**config.mk**
```make
export PLATFORM = sky130hd
export DESIGN_NAME = ahb64_sram_ctrl
export DESIGN_NICKNAME = d
export VERILOG_FILES = /design/src/rtl/ahb64_sram_ctrl.sv
export SDC_FILE = /design/constraint.sdc
export NUM_CORES = 1
export LEC_CHECK = 0
export BUFFER_PORTS_ARGS = -buffer_cell sky130_fd_sc_hd__buf_2
export CAP_MARGIN = 30
export CORE_AREA = 3 3 126 128
export DETAILED_ROUTE_END_ITERATION = 6
export DIE_AREA = 0 0 129 131
export SLEW_MARGIN = 20
export SYNTH_ARGS = -nofsm -noshare
export SYNTH_HDL_FRONTEND = slang
export SYNTH_SLANG_ARGS = --single-unit
```
**constraint.sdc**
```tcl
create_clock -name i_clk -period 7.5 [get_ports i_clk]
set_clock_uncertainty 0.15 [all_clocks]
set_input_delay 2.25 -clock i_clk [delete_from_list [all_inputs] [get_ports i_clk]]
set_output_delay 2.25 -clock i_clk [all_outputs]
set_load 0.05 [all_outputs]
```
**src/rtl/ahb64_sram_ctrl.sv**
```systemverilog
// AHB-Lite slave bridging the 64-bit RAM bus onto a single-port synchronous SRAM (1-cycle read latency).
// Reads and writes are zero-wait; a read address arriving during a write data phase costs one wait state.
module ahb64_sram_ctrl #(
  parameter int          WORDS     = 4096,
  parameter logic [31:0] BASE_ADDR = 32'h0000_0000,
  localparam int         AW        = $clog2(WORDS)
) (
  input  logic          i_clk,
  input  logic          i_rst_n,
  input  logic [31:0]   i_haddr,
  input  logic [2:0]    i_hburst,
  input  logic [2:0]    i_hsize,
  input  logic [3:0]    i_hprot,
  input  logic [1:0]    i_htrans,
  input  logic [63:0]   i_hwdata,
  input  logic          i_hwrite,
  output logic [63:0]   o_hrdata,
  output logic          o_hready,
  output logic          o_hresp,
  output logic          o_mem_en,
  output logic          o_mem_we,
  output logic [7:0]    o_mem_be,
  output logic [AW-1:0] o_mem_addr,
  output logic [63:0]   o_mem_wdata,
  input  logic [63:0]   i_mem_rdata
);
  typedef enum logic [2:0] {IDLE, RD_DATA, WR_DATA, RAW_STALL, ERR1, ERR2} state_t;
  localparam logic [32:0] SPAN = 33'(WORDS) * 33'd8;

  state_t        r_state, w_nxt;
  logic [AW-1:0] r_waddr, r_paddr;
  logic [7:0]    r_wbe, r_pbe;
  logic [31:0]   w_off;
  logic [AW-1:0] w_waddr;
  logic [3:0]    w_nb;
  logic [7:0]    w_mask, w_be;
  logic [15:0]   w_be16;
  logic [2:0]    w_amask;
  logic          w_legal, w_conf, w_rdy, w_samp;
  logic          w_unused;

  assign w_off   = i_haddr - BASE_ADDR;
  assign w_waddr = w_off[AW+2:3];
  assign w_nb    = 4'd1 << i_hsize[1:0];
  assign w_mask  = 8'((9'd1 << w_nb) - 9'd1);
  assign w_be16  = {8'd0, w_mask} << i_haddr[2:0];
  assign w_be    = w_be16[7:0];
  assign w_amask = 3'(w_nb - 4'd1);
  assign w_legal = !i_hsize[2] && ((i_haddr[2:0] & w_amask) == 3'd0) && ({1'b0, w_off} < SPAN);

  // The SRAM port is taken by the write, so a legal read presented now is parked in the pending register.
  assign w_conf  = (r_state == WR_DATA) && i_htrans[1] && !i_hwrite && w_legal;
  assign w_rdy   = (r_state != ERR1) && !w_conf;
  // In RAW_STALL the bus still shows the parked read; it must not be taken a second time.
  assign w_samp  = i_rst_n && w_rdy && i_htrans[1] && (r_state != RAW_STALL);

  assign w_unused = ^{i_hburst, i_hprot, w_be16[15:8]};

  always_ff @(posedge i_clk or negedge i_rst_n) begin
    if (!i_rst_n) begin
      r_state <= IDLE;
      r_waddr <= '0;
      r_wbe   <= '0;
      r_paddr <= '0;
      r_pbe   <= '0;
    end else begin
      r_state <= w_nxt;
      if (w_samp && w_legal && i_hwrite) begin
        r_waddr <= w_waddr;
        r_wbe   <= w_be;
      end
      if (w_conf) begin
        r_paddr <= w_waddr;
        r_pbe   <= w_be;
      end
    end
  end

  always_comb begin
    w_nxt       = IDLE;
    o_mem_en    = 1'b0;
    o_mem_we    = 1'b0;
    o_mem_be    = '0;
    o_mem_addr  = '0;
    o_mem_wdata = '0;
    case (r_state)
      ERR1: w_nxt = ERR2;
      RAW_STALL: begin
        w_nxt      = RD_DATA;
        o_mem_en   = 1'b1;
        o_mem_be   = r_pbe;
        o_mem_addr = r_paddr;
      end
      default: begin
        if (w_conf)      w_nxt = RAW_STALL;
        else if (w_samp) w_nxt = !w_legal ? ERR1 : (i_hwrite ? WR_DATA : RD_DATA);
        if (r_state == WR_DATA) begin
          o_mem_en    = 1'b1;
          o_mem_we    = 1'b1;
          o_mem_be    = r_wbe;
          o_mem_addr  = r_waddr;
          o_mem_wdata = i_hwdata;
        end else if (w_samp && w_legal && !i_hwrite) begin
          o_mem_en   = 1'b1;
          o_mem_be   = w_be;
          o_mem_addr = w_waddr;
        end
      end
    endcase
  end

  assign o_hready = w_rdy;
  assign o_hresp  = (r_state == ERR1) || (r_state == ERR2);
  assign o_hrdata = (r_state == RD_DATA) ? i_mem_rdata : '0;
endmodule

```
==> results.yml, run 1 <==
status:
  outcome: "complete, no violations"
sta:
  setup_violations: 0
  rsz0062_at_grt: "false"
  max_freq_mhz: 145
  final_max_slew_viol_count: 0
  hold_viol_final: 0
  fin_setup_tns_ns: 0
  period_needed_ns: 6.89
  timing.final.ws_setup_ns: 0.611
  timing.final.crit_share: 0.919
  worstMarginPinSlew_ns: 0.725
  whs_ns: 0.336
  slew_headroom: 0.517
clocking:
  cts_setup_buffers: 0
  cts_tree: "done"
  clkLatencyLatePin_ns: 0.27
  ctsHtreeMaxLevel: 2
  clock_path_buffers: 2
  clk_pin_slew_worst_paths_ns: 0.06
  cts_hold_buf: 0
  cts_buffers: 5
  clkSinkCount: 43
  cts_resized: 0
  clockRootBuffer: "clkbuf_16"
logic_synthesis:
  netlist_area_um2: 3180
  yosysTopAreaCell: "dfrtp_1"
  synth_fa_ha_area_frac: 0
  synth_top_family_by_area: "simple AND/OR/NAND/NOR gates"
  synth.avg_cell_area_um2: 9.05
  synthMuxAreaShare: 0.142
  yosysWarnings: 0
  synth_top_cell_area_share: 0.339
  synth-seq-cells: 43
  synth_enable_flop_cells: 0
  synth-xor-area-share: 0
  async_flop_share: 1.00
  ys_seq_area_frac: 0.339
  synth_fp_nets: 526
  synthTopCellsByArea: "dfrtp_1, and2_1, mux2_2"
  synthFlopType: "dfrtp_1"
  synth-simple-area-share: 0.316
  synth_compound_area_frac: 0.142
  netlist_instances: 351
  ys_types: 38
power_and_ir_drop:
  pwr_density_cell_nw_per_um2: 189
  ir_drop_uv: 145
  p_leak_nw: 3.17
layout:
  fin_util: 0.340
  area_delta_synth_final_pct: 60.1
  final_nets: 829
  final_cells: 842
  nFillCells: 1600
  multiInputGateArea_um2: 1920
  seqCellArea_um2: 1080
  drive_gt1_frac: 0.549
  diodes: 0
worst_setup_path:
  reg2regPathDepth: 6
  crit_chain: "buf_2, or4_4, a2111oi_2, nand3_1, o21ai_0, buf_2"
  worst_r2r_endpoint: "r_wbe[0]$_DFFE_PN0P_"
  critPathArrivalTime_ns: 4.49
  crit_slowest_cell: "or4_4"
  worst-setup-path-type: "in -> out"
  cp_slowest_stage_delay_ns: 0.55
  start_kind: "input port"
  cp_common_cell: "buf_2"
  r2r_slack_ns: 4.75
  crit_required_ns: 5.10
  timing.rr.start: "r_state[2]$_DFF_PN0_"
  path_max_fanout: 13
  critPathCaptureType: "primary output"
route:
  wire_per_inst_um: 15.6
  vias_per_cell: 4.20
  vias: 3533
  wl_um: 13200
  drt_iter0_drc: 128
  drc_errors: 0
  drtAntennaViolNets: 0
  drtPass1Iterations: 4
floorplanning:
  io_pins: 327
  rows: 45
  core_um2: 15000
  die_width_um: 129
  start_util: 0.212
  die_h_um: 131
  dieArea_um2: 16900
placed_design:
  pre_cts_slack_ns: 0.548
  dp_hpwl_um: 10700
  gp_congestion: 0.749
  placedCellCount: 834
  portBuffers: 318
global_route:
  grt-ovfl-total: 0
  grt_pass1_wl_um: 17700
  grt_max_degree: 88
  track_usage: 0.136
  grt_pass1_vias: 3026
  antenna_found_initial: 0
run:
  maxCapViolCount: 0
worst_hold_path:
  worstHoldEndpoint: "r_pbe[4]$_DFFE_PN0P_"
  hp-class: "reg -> reg"
  whs_path_depth: 1
  hold_start: "r_pbe[4]$_DFFE_PN0P_"
Yosys cell counts (all sizes together) (2+ instances only):
cell / count
o22ai: 2
o21ai: 18
a22o: 8
nand3: 2
a21oi: 7
a22oi: 12
nor3b: 3
nor4: 4
buf: 4
or4: 2
nand2b: 2
nor3: 3
clkbuf: 24
and2: 128
nor2b: 3
inv: 16
a21o: 10
dfrtp: 43
mux2: 40
nor2: 5
nand2: 2
layer usage:
layer / vias up / GRT usage / part of all wire
met3: 6 / 0.0256 / 0.067
met2: 126 / 0.241 / 0.52
met4: 0 / 0.0198 / 0.0049
li1: 1789 / - / -
met5: - / 0 / 0
met1: 1612 / 0.175 / 0.41
power breakdown:
| part | switching, W | internal, W | leakage [nW] |
|---|---|---|---|
| Clock | 0.0000803 | 0.000130 | 0.0727 |
| Combinational | 0.000382 | 0.000127 | 2.50 |
| Sequential | 0.00000614 | 0.000237 | 0.597 |
| Total | 0.000469 | 0.000494 | 3.17 |
how the worst max path moves through the flow:
stage	startpoint	end	slack [ns]	depth (start not counted)
2_1_floorplan	i_haddr[27]	o_mem_addr[0]	0.46	5
3_3_place_gp	i_haddr[27]	o_mem_addr[8]	0.59	6
3_5_place_dp	i_haddr[27]	o_mem_addr[8]	0.55	6
4_1_cts	i_haddr[27]	o_mem_addr[8]	0.55	6
5_1_grt	i_haddr[27]	o_mem_addr[10]	0.32	6
6_report	i_haddr[27]	o_mem_addr[8]	0.61	6
through the flow:
stage / area (um2) / power, W
after floorplan: 3180 / 0.000604
after global placement: 4910 / 0.000766
after detailed placement: 4930 / 0.000764
after CTS: 5070 / 0.000981
after global routing: 5080 / 0.00101
final: 5080 / 0.000962
registers in the layout, indices dropped and copies added (netlist names):
name and cells:
r_pbe 8, r_waddr 12, r_wbe 8, r_state 3, r_paddr 12
layout make-up:
type | count | area share
multi-input cells | 264 | 0.378
repair buffers | 324 | 0.324
clock buffers | 6 | 0.0273
inverters | 16 | 0.0118
clock inverters | 1 | 0.000984
well taps | 188 | 0.0463
flip-flops and latches | 43 | 0.212
cell usage in the layout (no fill, tap or decap), types with 2 or more instances in the layout:
cell type,count
buf_2,318
and2_1,128
dfrtp_1,43
mux2_2,21
mux2_1,19
o21ai_0,18
inv_1,16
a22oi_1,12
a21o_1,10
a22o_1,8
a21oi_1,7
nor2_1,5
clkbuf_16,5
nor4_1,4
buf_4,4
nor2b_1,3
nand2_1,2
nand3_1,2
nor3b_2,2
o22ai_1,2
nand2b_1,2
nor3_4,2
worst max-delay path, delay by kind of cell:
| family | cells | cell delay, ns |
|---|---|---|
| AO/OA/AOI/OAI | 2 | 0.76 |
| buffers and inverters | 2 | 0.40 |
| AND/OR/NAND/NOR | 2 | 1.07 |
cell families after synthesis:
family                 count (synthesis)
multiplexers                          40
AO/OA/AOI/OAI                         65
flip-flops                            43
AND/OR/NAND/NOR                      159
buffers and inverters                 44
(Power assumes the default switching activity.)
==> run 2, diff against run 1 <==
PLACE_DENSITY_LB_ADDON = 0.2   (was not set)
==> run 2 against run 1 <==
Non-clock buffer count grew 1; register-to-register slack got worse by 0.30 ns; critical path depth did not move; maximum frequency grew 2.2%; routed wire length up 5.4%; die area unchanged; setup slack gained 0.15 ns; via count is 4.8% higher; clock power up 31%; sequential cell count unchanged; sequential share of layout area shrank 0.24 points; worst hold slack is essentially flat.
==> results.yml, run 2 (same netlist as run 1, synthesis figures left out) <==
sta:
  worstMarginPinSlew_ns: 0.702
  final_max_slew_viol_count: 0
  rsz0062_at_grt: "false"
  period_needed_ns: 6.74
  setup_violations: 0
  timing.final.crit_share: 0.898
  hold_viol_final: 0
  slew_headroom: 0.532
  fin_setup_tns_ns: 0
  max_freq_mhz: 148
floorplanning:
  io_pins: 327
  core_um2: 15000
  start_util: 0.212
  die_h_um: 131
  die_width_um: 129
  dieArea_um2: 16900
  rows: 45
route:
  drtPass1Iterations: 4
  drc_errors: 0
  wire_per_inst_um: 16.4
  vias_per_cell: 4.38
  wl_um: 13900
  drtAntennaViolNets: 0
  drt_iter0_drc: 92
  vias: 3704
power_and_ir_drop:
  pwr-share-comb: 0.497
  power.switching_w: 0.000475
  pwr_density_cell_nw_per_um2: 200
  power_frac_seq: 0.236
  p_leak_nw: 3.19
  intPower_w: 0.000555
  p_clk_frac: 0.267
  power_w: 0.00103
  ir_drop_uv: 81.3
  switching_share: 0.461
status:
  outcome: "complete, no violations"
worst_setup_path:
  r2r_slack_ns: 4.45
  timing.rr.start: "r_state[2]$_DFF_PN0_"
  worst_r2r_endpoint: "r_waddr[0]$_DFFE_PN0P_"
  path_max_fanout: 8
  critPathCaptureType: "primary output"
  critPathArrivalTime_ns: 4.34
  start_kind: "input port"
  worst-setup-path-type: "in -> out"
  crit_required_ns: 5.10
  reg2regPathDepth: 6
layout:
  reg_top3: "r_paddr x12, r_waddr x12"
  area_delta_synth_final_pct: 61.9
  fin_util: 0.343
  final_common_cell: "buf_2"
  final_cell_mix: "buf_2, and2_1, dfrtp_1"
  drive_gt1_frac: 0.549
  final_nets: 830
clocking:
  clk_pin_slew_worst_paths_ns: 0.06
  clkLatencyLatePin_ns: 0.27
  clock_path_buffers: 2
  cts_tree: "done"
  cts_buffers: 5
  cts_setup_buffers: 0
  clockRootBuffer: "clkbuf_16"
  clkSinkCount: 43
  cts_hold_buf: 0
  cts_resized: 0
  ctsHtreeMaxLevel: 2
global_route:
  grt_max_degree: 88
  track_usage: 0.145
  grt-ovfl-total: 0
  antenna_found_initial: 1
  grt_pass1_wl_um: 19200
  grt_pass1_vias: 3481
placed_design:
  gp_congestion: 0.865
  dp_hpwl_um: 11400
  portBuffers: 318
worst_hold_path:
  whs_path_depth: 1
  worstHoldEndpoint: "r_paddr[2]$_DFFE_PN0P_"
  hp-class: "reg -> reg"
  hold_start: "r_paddr[2]$_DFFE_PN0P_"
run:
  maxCapViolCount: 0
## run 2: power groups by stage
stage / clock network (W) / logic (W) / registers, W
finish: 0.000275 / 0.000512 / 0.000243
global route: 0.000297 / 0.000540 / 0.000243
CTS: 0.000286 / 0.000519 / 0.000243
detailed placement: 0 / 0.000517 / 0.000247
global placement: 0 / 0.000514 / 0.000247
floorplan: 0 / 0.000359 / 0.000245
## run 2: worst max-delay path: stages
cell       delay (ns)
buf_2            0.09
or4_4            0.55
a2111oi_2        0.50
and3_1           0.50
a21o_1           0.17
buf_2            0.26
## run 2: cell type report
| cell class | instances | area, um2 |
|---|---|---|
| multi-input combinational | 264 | 1920 |
| inverter | 16 | 60.1 |
| clock inverter | 2 | 60.1 |
| sequential | 43 | 1080 |
| antenna | 1 | 2.50 |
| timing repair buffer | 325 | 1660 |
| clock buffer | 6 | 129 |
| fill | 1577 | 9830 |
| tap | 188 | 235 |
## run 2: metrics by stage
step	cell area [um2]	setup WS (ns)	cells	hold WS (ns)
floorplan	3180	0.461	351	0.309
global placement	4920	0.789	834	0.317
detailed placement	4950	0.755	836	0.326
CTS	5140	0.752	844	0.341
global route	5140	0.665	845	0.346
finish	5140	0.762	845	0.337
## run 2: worst max-delay path by stage
| stage | startpoint | endpoint | slack, ns | cells past startpoint |
|---|---|---|---|---|
| 6_report | i_haddr[27] | o_mem_be[2] | 0.76 | 6 |
| 3_5_place_dp | i_haddr[27] | o_mem_be[0] | 0.76 | 6 |
| 2_1_floorplan | i_haddr[27] | o_mem_addr[0] | 0.46 | 5 |
| 3_3_place_gp | i_haddr[27] | o_mem_be[1] | 0.79 | 6 |
| 5_1_grt | i_haddr[27] | o_mem_be[5] | 0.67 | 6 |
| 4_1_cts | i_haddr[27] | o_mem_be[0] | 0.75 | 6 |
## run 2: metal layers
| layer | GRT usage | up-vias | part of all wire |
|---|---|---|---|
| li1 | - | 1794 | - |
| met1 | 0.171 | 1760 | 0.39 |
| met2 | 0.262 | 134 | 0.52 |
| met3 | 0.0272 | 16 | 0.061 |
| met4 | 0.0525 | 0 | 0.031 |
| met5 | 0 | - | 0 |
==> run 3, diff against run 2 <==
CORE_AREA = 3 3 127 129   (was 3 3 126 128)
DIE_AREA = 0 0 130 132   (was 0 0 129 131)
clock period = 7.05 ns   (was 7.5 ns; I/O delays follow)
==> run 3 against run 2 <==
Critical path depth is the same; utilization shrank 0.62 points; sequential power grew 6%; combinational power grew 6.4%; sequential share of layout area grew 0.15 points; worst hold slack is essentially flat; die area grew 1.5%; final cell count shrank 0.12%; critical path type unchanged.
==> results.yml, run 3 (same netlist as run 1, synthesis figures left out) <==
worst_setup_path:
  crit_required_ns: 4.79
  timing.rr.start: "r_state[2]$_DFF_PN0_"
  path_delay_family: "simple AND/OR/NAND/NOR gates"
  crit_chain: "buf_2, or4_4, a2111oi_2, and3_1, a21o_1, buf_2"
  cp_common_cell: "buf_2"
  crit_slowest_cell: "or4_4"
  worstSetupStartpoint: "i_haddr[27]"
  path_max_fanout: 8
  cp_slowest_stage_delay_ns: 0.55
  critPathCaptureType: "primary output"
  cp_num_buf_inv: 2
  critPathArrivalTime_ns: 4.15
  start_kind: "input port"
  worst-setup-path-type: "in -> out"
sta:
  worstMarginPinSlew_ns: 0.711
  period_needed_ns: 6.41
  fin_setup_tns_ns: 0
  hold_viol_final: 0
  setup_violations: 0
  slew_headroom: 0.526
  max_freq_mhz: 156
  final_max_slew_viol_count: 0
  rsz0062_at_grt: "false"
  timing.final.crit_share: 0.909
  timing.final.ws_setup_ns: 0.639
clocking:
  clockRootBuffer: "clkbuf_16"
  ctsHtreeMaxLevel: 2
  cts_hold_buf: 0
  cts_buffers: 5
  clkSinkCount: 43
  cts_resized: 0
  cts_setup_buffers: 0
  clk_pin_slew_worst_paths_ns: 0.06
  clock_path_buffers: 2
  clkLatencyLatePin_ns: 0.27
  cts_tree: "done"
floorplanning:
  core_um2: 15100
  dieArea_um2: 17200
  io_pins: 327
  rows: 45
  start_util: 0.210
  die_h_um: 132
  die_width_um: 130
global_route:
  antenna_found_initial: 0
  track_usage: 0.148
  grt_max_degree: 88
  grt-ovfl-total: 0
  grt_pass1_vias: 3677
  grt_pass1_wl_um: 20200
power_and_ir_drop:
  switching_share: 0.491
  p_clk_frac: 0.227
  pwr_density_cell_nw_per_um2: 203
  power_w: 0.00104
  intPower_w: 0.000528
  pwr-share-comb: 0.525
  p_leak_nw: 3.17
  power.switching_w: 0.000511
  power_frac_seq: 0.248
  ir_drop_uv: 83.2
route:
  vias: 3707
  drtAntennaViolNets: 0
  drc_errors: 0
  vias_per_cell: 4.39
  drtPass1Iterations: 4
  wire_per_inst_um: 16.4
  drt_iter0_drc: 160
  wl_um: 13800
layout:
  diodes: 0
  final_nets: 830
  post-route-cell-area_um2: 5110
  drive_gt1_frac: 0.550
  final_common_cell: "buf_2"
  reg_top3: "r_paddr x12, r_waddr x12"
  final_cells: 844
  nFillCells: 1631
  final_cell_mix: "buf_2, and2_1, dfrtp_1"
  area_delta_synth_final_pct: 60.8
placed_design:
  dpl-instance-area_um2: 4950
  pre_cts_slack_ns: 0.618
  dp_hpwl_um: 11200
  gp_congestion: 0.802
  placedCellCount: 836
  portBuffers: 318
run:
  maxCapViolCount: 0
worst_hold_path:
  hold_start: "r_pbe[5]$_DFFE_PN0P_"
  hp-class: "reg -> reg"
status:
  outcome: "complete, no violations"
## run 3: power groups by stage
stage               combinational, W  sequential [W]  clock (W)
floorplan                   0.000382        0.000260          0
global placement            0.000547        0.000263          0
detailed placement          0.000549        0.000263          0
CTS                         0.000551        0.000258   0.000244
global route                0.000572        0.000259   0.000258
finish                      0.000545        0.000258   0.000235
## run 3: layer usage
layer	global-route usage	vias up	share of wire
met3	0.0223	21	0.060
met5	0	-	0
met4	0.0271	0	0.024
met2	0.288	136	0.53
li1	-	1793	-
met1	0.168	1757	0.38
## run 3: area by class of cell
class / count / area (um2) / area share
Clock inverter: 2 / 16.3 / 0.00318
Tap cell: 188 / 235 / 0.0461
Inverter: 16 / 60.1 / 0.0118
Timing Repair Buffer: 325 / 1660 / 0.325
Sequential cell: 43 / 1080 / 0.211
Clock buffer: 6 / 139 / 0.0272
Multi-Input combinational cell: 264 / 1920 / 0.376
## run 3: worst paths after layout
path	endpoint	slack, ns	cells past startpoint
setup / recovery	o_mem_be[1]	0.64	6
hold / removal	r_pbe[5]$_DFFE_PN0P_	0.34	1
setup reg to reg	r_wbe[4]$_DFFE_PN0P_	4.18	5
hold reg to reg	r_pbe[5]$_DFFE_PN0P_	0.34	1
max in group asynchronous	r_paddr[3]$_DFFE_PN0P_	4.53	2
min in group asynchronous	r_waddr[11]$_DFFE_PN0P_	1.83	2
## run 3: worst reg2reg max path, stage by stage (launching register included)
cell and delay (ns):
dfrtp_1 0.43, and3b_1 0.39, or4_1 0.64, nor3_4 0.56
buf_8 0.24, mux2_2 0.35
## run 3: per-stage QoR
step,util,hold WS (ns)
CTS,0.337,0.343
floorplan,-,0.309
global route,0.337,0.359
global placement,0.325,0.317
detailed placement,0.327,0.329
finish,0.337,0.337
